--- config.mk ---
export PLATFORM = sky130hd
export DESIGN_NAME = spawnout_drain
export DESIGN_NICKNAME = d
export VERILOG_FILES = /design/src/rtl/spawnout_drain.sv
export SDC_FILE = /design/constraint.sdc
export NUM_CORES = 1
export LEC_CHECK = 0
export CORE_MARGIN = 2
export CORE_UTILIZATION = 30
export CTS_BUF_LIST = sky130_fd_sc_hd__clkbuf_8
export DETAILED_ROUTE_END_ITERATION = 16
export HOLD_SLACK_MARGIN = 0.05
export PLACE_DENSITY_LB_ADDON = 0.25
export REMOVE_ABC_BUFFERS = 1
export SYNTH_ARGS = -nofsm -noshare
export SYNTH_HDL_FRONTEND = slang
export SYNTH_SLANG_ARGS = --single-unit
--- constraint.sdc ---
create_clock -name clk -period 8 [get_ports clk]
set_input_delay 0.8 -clock clk [delete_from_list [all_inputs] [get_ports clk]]
set_output_delay 0.8 -clock clk [all_outputs]
set_load 0.01 [all_outputs]
--- src/rtl/spawnout_drain.sv ---
// Drains valid spawn-out queue entries from the BRAM second port onto an AXI-Stream master.
// Each word costs one BRAM read; the valid byte is cleared only after the last word handshakes.
module spawnout_drain #(
  parameter int QUEUE_LEN  = 1024,
  parameter int QUEUE_BITS = $clog2(QUEUE_LEN),
  parameter int COPY_WORDS = 3
) (
  input  logic        clk,
  input  logic        rst,
  input  logic        enable,
  output logic [31:0] queue_addr,
  output logic        queue_en,
  output logic [7:0]  queue_we,
  output logic [63:0] queue_din,
  input  logic [63:0] queue_dout,
  output logic [63:0] outStream_TDATA,
  output logic        outStream_TVALID,
  input  logic        outStream_TREADY,
  output logic        outStream_TLAST,
  output logic [31:0] tasks_drained
);

  localparam int ENTRY_VALID_BYTE_OFFSET = 7;
  localparam int ENTRY_VALID_OFFSET      = 8 * ENTRY_VALID_BYTE_OFFSET + 7;
  localparam int NUM_ARGS_OFFSET         = 32;
  localparam int NUM_DEPS_OFFSET         = 40;
  localparam int NUM_COPS_OFFSET         = 48;
  localparam logic [7:0] VALID_MASK      = 8'(1) << ENTRY_VALID_BYTE_OFFSET;

  typedef enum logic [2:0] {
    IDLE, HDR_RD, HDR_CHK, SEND, WORD_RD, WORD_LATCH, CLEAR
  } state_t;

  state_t                state_q;
  logic [QUEUE_BITS-1:0] ridx_q;
  logic [QUEUE_BITS-1:0] rdidx_q;
  logic [QUEUE_BITS-1:0] addr_idx_q;
  logic [6:0]            len_q;
  logic [6:0]            words_left_q;
  logic [63:0]           data_q;
  logic                  tvalid_q;
  logic                  tlast_q;
  logic                  en_q;
  logic [7:0]            we_q;
  logic [31:0]           drained_q;
  logic [6:0]            hdr_len_d;

  // Largest entry is 4 + 15 + 15 + 15*COPY_WORDS words, so 7 bits suffice for COPY_WORDS <= 6.
  assign hdr_len_d = 7'd4
                   + 7'(queue_dout[NUM_ARGS_OFFSET +: 4])
                   + 7'(queue_dout[NUM_DEPS_OFFSET +: 4])
                   + 7'(queue_dout[NUM_COPS_OFFSET +: 4]) * 7'(COPY_WORDS);

  assign queue_addr       = {{(29 - QUEUE_BITS){1'b0}}, addr_idx_q, 3'b000};
  assign queue_en         = en_q;
  assign queue_we         = we_q;
  assign queue_din        = 64'd0;
  assign outStream_TDATA  = data_q;
  assign outStream_TVALID = tvalid_q;
  assign outStream_TLAST  = tlast_q;
  assign tasks_drained    = drained_q;

  // Outputs are set on the transition into a state so they line up with that state.
  always_ff @(posedge clk or posedge rst) begin
    if (rst) begin
      state_q      <= IDLE;
      ridx_q       <= '0;
      rdidx_q      <= '0;
      addr_idx_q   <= '0;
      len_q        <= '0;
      words_left_q <= '0;
      data_q       <= '0;
      tvalid_q     <= 1'b0;
      tlast_q      <= 1'b0;
      en_q         <= 1'b0;
      we_q         <= '0;
      drained_q    <= '0;
    end else begin
      en_q <= 1'b0;
      we_q <= '0;
      case (state_q)
        IDLE: begin
          if (enable) begin
            state_q    <= HDR_RD;
            en_q       <= 1'b1;
            addr_idx_q <= ridx_q;
          end
        end
        HDR_RD: state_q <= HDR_CHK;
        HDR_CHK: begin
          if (!queue_dout[ENTRY_VALID_OFFSET]) begin
            state_q <= IDLE;
          end else begin
            data_q       <= queue_dout;
            len_q        <= hdr_len_d;
            words_left_q <= hdr_len_d - 7'd1;
            rdidx_q      <= ridx_q + QUEUE_BITS'(1);
            tvalid_q     <= 1'b1;
            tlast_q      <= 1'b0;
            state_q      <= SEND;
          end
        end
        SEND: begin
          if (outStream_TREADY) begin
            tvalid_q <= 1'b0;
            tlast_q  <= 1'b0;
            en_q     <= 1'b1;
            if (words_left_q == 7'd0) begin
              we_q       <= VALID_MASK;
              addr_idx_q <= ridx_q;
              state_q    <= CLEAR;
            end else begin
              addr_idx_q <= rdidx_q;
              state_q    <= WORD_RD;
            end
          end
        end
        WORD_RD: state_q <= WORD_LATCH;
        WORD_LATCH: begin
          data_q       <= queue_dout;
          rdidx_q      <= rdidx_q + QUEUE_BITS'(1);
          words_left_q <= words_left_q - 7'd1;
          tlast_q      <= (words_left_q == 7'd1);
          tvalid_q     <= 1'b1;
          state_q      <= SEND;
        end
        CLEAR: begin
          ridx_q    <= ridx_q + QUEUE_BITS'(len_q);
          drained_q <= drained_q + 32'd1;
          state_q   <= IDLE;
        end
        default: state_q <= IDLE;
      endcase
    end
  end

endmodule

======== Word level (Yosys, flattened, before mapping) ========
Cells that the tools add are included.
storage, ports and cells
  input port bits ......................... 68
  memories kept ........................... 0
  bits in latches ......................... 0
  logic and storage cells ................. 68
  memory bits (read-only) ................. 0
  register bits after elaboration ......... 154
  bits in writable memories ............... 0
operators by class
  bitwise logic cells ..................... 0
  order comparisons ....................... 0
  reduce and logical (&&, ||, !) cells .... 10
  equality and inequality tests ........... 10
  multiplexer cells ....................... 26
  multipliers ............................. 1
  shifts and indexed selects .............. 0
  div/mod/pow operators ................... 0
  $add $sub $neg .......................... 9
operators with widths
  cell                                                                 number
  64-bit case mux with 2 select lines                                  1
  64-bit 2-to-1 mux                                                    1
  10-bit 2-to-1 mux                                                    4
  10-bit case mux with 2 select lines                                  2
  32-bit by 1-bit adder with 32-bit output (second input constant)     1
  8-bit 2-to-1 mux                                                     3
  10-bit by 1-bit adder with 10-bit output (second input constant)     2
  3-bit case mux with 6 select lines                                   1
  7-bit case mux with 2 select lines                                   1
  7-bit by 1-bit subtractor with 7-bit output (second input constant)  2
  10-bit by 7-bit adder with 10-bit output                             1
  3-bit == test (second input constant)                                3
  6-bit by 6-bit adder with 7-bit output                               1
  7-bit by 1-bit == test with 1-bit output (second input constant)     1
  7-bit logical NOT                                                    1
  7-bit 2-to-1 mux                                                     1
  5-bit by 4-bit adder with 6-bit output                               1
  3-bit by 2-bit == test with 1-bit output (second input constant)     2
  4-bit by 2-bit multiplier with 6-bit output (second input constant)  1
  3-bit 2-to-1 mux                                                     2
  2-bit inequality test (second input constant)                        3
  1-bit case mux with 3 select lines                                   2
  2-bit AND reduction                                                  3
  3-bit AND reduction                                                  2
  8 further kinds                                                      14

======== Longest topological paths before layout ========
  depth in word-level cells ............... 6
  gate-level depth with buffers ........... 13
  mapped depth without buffers ............ 13

======== Worst setup path before layout ========
No wires, ideal clock.
  kind .................................... in2reg
  from .................................... in queue_dout[33]
  to ...................................... reg words_left_q[6]
  buffers on the path ..................... 0
  arrival time ............................ 3625 ps
  setup slack ............................. 4303 ps
  library setup time ...................... 71 ps
  data required time ...................... 7929 ps
  stages .................................. 11
  path through ............................ fa_1 -> fa_1 -> fa_1 -> ha_1 -> inv_1 -> fa_1 -> nand2b_1 -> a21oi_1 -> nor3_1 -> a221o_1 -> nor2_1
between the ends
  longest elaborated chain between the ends .. 6
ends and longest elaborated chain
  element                                      RTL line  RTL
  start: declaration                           15        input logic [63:0] queue_dout,
  3-bit by 4-bit adder with 5-bit output       50        + 7'(queue_dout[NUM_ARGS_OFFSET +: 4])
  5-bit by 4-bit adder with 6-bit output       51        + 7'(queue_dout[NUM_DEPS_OFFSET +: 4])
  6-bit by 6-bit adder with 7-bit output       52        + 7'(queue_dout[NUM_COPS_OFFSET +: 4]) * 7'(COPY_WORDS);
  7-bit by 1-bit subtractor with 7-bit output  96        words_left_q <= hdr_len_d - 7'd1;
  7-bit 2-to-1 mux                             91        if (!queue_dout[ENTRY_VALID_OFFSET]) begin
  7-bit case mux with 2 select lines           81        case (state_q)
  end signal: assignment                       96
  end signal: assignment                       122       words_left_q <= words_left_q - 7'd1;
  end: declaration                             39        logic [6:0] words_left_q;
Every way passes these cells. The select of a mux whose other input is x is not followed.
A chain may end at the register's enable or synchronous reset.

======== Final worst setup path ========
Ends and elaborated chain as after synthesis.

==> results.ini <==
[cts]
numCtsBuffers = 17
clock_tree.buffer_depth = 2
cts_setup_buffers = 0
cts_tree = done
cts_hold_buf = 0
clock_latency_ns = 0.46
clockRootBuffer = clkbuf_8
htreeDepth = 4
cts_resized = 0
cts_sinks = 147
clkSlewWorstSetupHoldPaths_ns = 0.09

[sta]
final-max-slew-violation-count = 0
slew_headroom_pct = 33.2
setup_viol = 0
period_share_pct = 50.0
finClkSkew_ns = 0.0207
hold_viol_final = 0
period_needed_ns = 4.00
worst_pin_slew_ns = 1.00
tns_ns = 0
max_freq_mhz = 250
rsz0062_at_grt = no

[critical_path]
reg2reg_depth = 9
cp-end-kind = flop
reg2reg_from = state_q[0]
worstReg2RegEnd = rdidx_q[8]
cp.arrival_ns = 4.39
start_kind = input pin
worst_ep_required_time_ns = 8.38
r2r_slack_ns = 5.35
worstPathMaxFanout = 3
path_class = in -> reg

[power_and_ir_drop]
peakVddDrop_mv = 0.141
swShare_pct = 40.7
intPower_w = 0.00191
p_seq_share_pct = 38.3
p_clk_share_pct = 18.2
leakagePower_nw = 4.67
power_per_cell_area_mw_per_mm2 = 316
p_sw_w = 0.00131
pwr-share-comb_pct = 43.6

[yosys]
synthFlopType = dfrtp_1
synth-seq-area-share_pct = 45.8
ys_async_sr_fraction_pct = 100
ys.warnings.count = 0
synth_area_per_cell_um2 = 9.01
synth.distinct_cells = 64
syn_area_mm2 = 0.00803
synthCells = 891
synth_edf_count = 0
synth-seq-cells = 147

[finish]
final_cell_mix = nand2_1 (240), clkdlybuf4s50_1 (177), dfrtp_1 (147)
final_util_pct = 38.8
num_antenna_cells = 0
drive_above_1_share_pct = 4.77
syn_to_final_growth_pct = 26.6
layout_commonest_cell = nand2_1
n_fill_cell = 2656
nets = 1157

[drt]
route.vias.total = 6335
wl_mm = 20.0
drt_iter0_markers = 349
first_pass_iters = 10
post_drt_via_cell_ratio = 4.51
avgRoutedWirePerCell_um = 14.2
drc = 1
detail-route-antenna-nets = 0

[global_routing]
antenna_found_initial = 0
grt_pass1_wl_mm = 32.5
grt_max_degree = 78
grt_util_all_layers_pct = 14.4
grt_pass1_vias = 6230
overflow = 0

[die]
ios = 271
coreArea_mm2 = 0.0262
start_util_pct = 30.6
fp-row-count = 59
die_area_mm2 = 0.0281
die_width_um = 168
die_y_um = 168

[worst_hold_path]
hold_depth = 2
hold_path_class = reg -> reg
min-delay-start = outStream_TDATA[25]
worstHoldEndpoint = outStream_TDATA[25]

[outcome]
violations = design-rule violations
status = finished, violations left

[job]
max_cap_violations = 0

[placed_design]
place_congestion = 0.832
io_buffer_count = 177
dp_hpwl_mm = 14.2

worst max-delay path by stage:
stage	from	to	slack, ns	cells past startpoint
2_1_floorplan	rst	addr_idx_q[0]	3.25	1
3_3_place_gp	queue_dout[33]	words_left_q[6]	3.67	12
3_5_place_dp	queue_dout[33]	words_left_q[6]	3.52	12
4_1_cts	queue_dout[33]	words_left_q[6]	4.00	12
5_1_grt	queue_dout[33]	words_left_q[6]	3.86	12
6_report	queue_dout[33]	words_left_q[6]	4.00	12
flip-flops by register name (all words and copies together) (netlist names):
| register | count |
|---|---|
| addr_idx_q | 10 |
| len_q | 7 |
| outStream_TDATA | 64 |
| outStream_TLAST | 1 |
| outStream_TVALID | 1 |
| queue_en | 1 |
| queue_we | 1 |
| rdidx_q | 10 |
| ridx_q | 10 |
| state_q | 3 |
| tasks_drained | 32 |
| words_left_q | 7 |
routing by layer:
layer	GRT usage, %	up-vias	part of all wire [%]
met5	0	-	0
li1	-	3119	-
met4	4.54	0	1.2
met3	3.00	15	4.5
met1	18.8	3037	46
met2	24.0	164	48
power groups by stage:
stage | sequential [W] | combinational (W) | clock [W]
2_1_floorplan | 0.00129 | 0.000685 | 0
3_3_place_gp | 0.00124 | 0.00140 | 0
3_5_place_dp | 0.00125 | 0.00142 | 0
4_1_cts | 0.00123 | 0.00143 | 0.000611
5_1_grt | 0.00127 | 0.00157 | 0.000644
6_report | 0.00123 | 0.00140 | 0.000585
Yosys cell counts (all sizes together) (4+ instances only):
cell type	instances	share of area (%)
nand3	24	1.5
a2111oi	4	0.51
nor2	43	2.0
xnor2	30	3.3
nor3b	7	0.65
nor4	8	0.70
nand3b	4	0.37
nor3	11	0.69
o21ai	29	1.8
nand4	16	1.3
a31oi	5	0.39
a221oi	4	0.44
a21oi	30	1.9
dfrtp	147	46
a211oi	6	0.56
ha	23	3.6
buf	112	9.9
inv	38	1.8
clkbuf	19	0.89
and3	4	0.31
fa	9	2.2
o31ai	5	0.47
xor2	9	0.98
nand2	241	11
nand2b	5	0.39
mux2i	10	1.2
worst max-delay path, stage by stage:
cell,delay [ns]
clkdlybuf4s50_1,0.49
fa_1,0.47
fa_1,0.48
fa_1,0.54
ha_1,0.19
inv_1,0.07
fa_1,0.38
nand2b_1,0.20
a21oi_1,0.25
nor3_1,0.10
a221o_1,0.33
nor2_1,0.09
logic make-up (layout without fill, tap and decap cells):
family	after synthesis	count (layout)	synth area share (%)
fa+ha+maj	32	32	5.83
flops	147	147	45.8
simple gates	383	383	21.4
mux	10	10	1.25
other cells	1	93	0.0467
xor+xnor	39	39	4.25
buf+inv	169	256	12.6
compound gates	110	110	8.83
cell type report:
type / instances / area, um^2 / area share [%]
multi-input cells: 667 / 3690 / 36.3
clock inverters: 15 / 158 / 1.55
repair buffers: 186 / 1840 / 18.1
inverters: 38 / 148 / 1.45
clock buffers: 17 / 234 / 2.30
flip-flops and latches: 147 / 3680 / 36.2
well taps: 335 / 419 / 4.12
stage by stage:
step	cell area, um^2	instances	power (W)	hold slack, ns	setup slack, ns
3_3_place_gp	9780	1373	0.00264	0.449	3.67
6_report	10200	1405	0.00321	0.470	4.00
2_1_floorplan	7510	852	0.00198	0.450	3.25
4_1_cts	10200	1405	0.00327	0.478	4.00
3_5_place_dp	9780	1373	0.00267	0.455	3.52
5_1_grt	10200	1405	0.00348	0.488	3.86
Power figures use the tool's default switching activity.
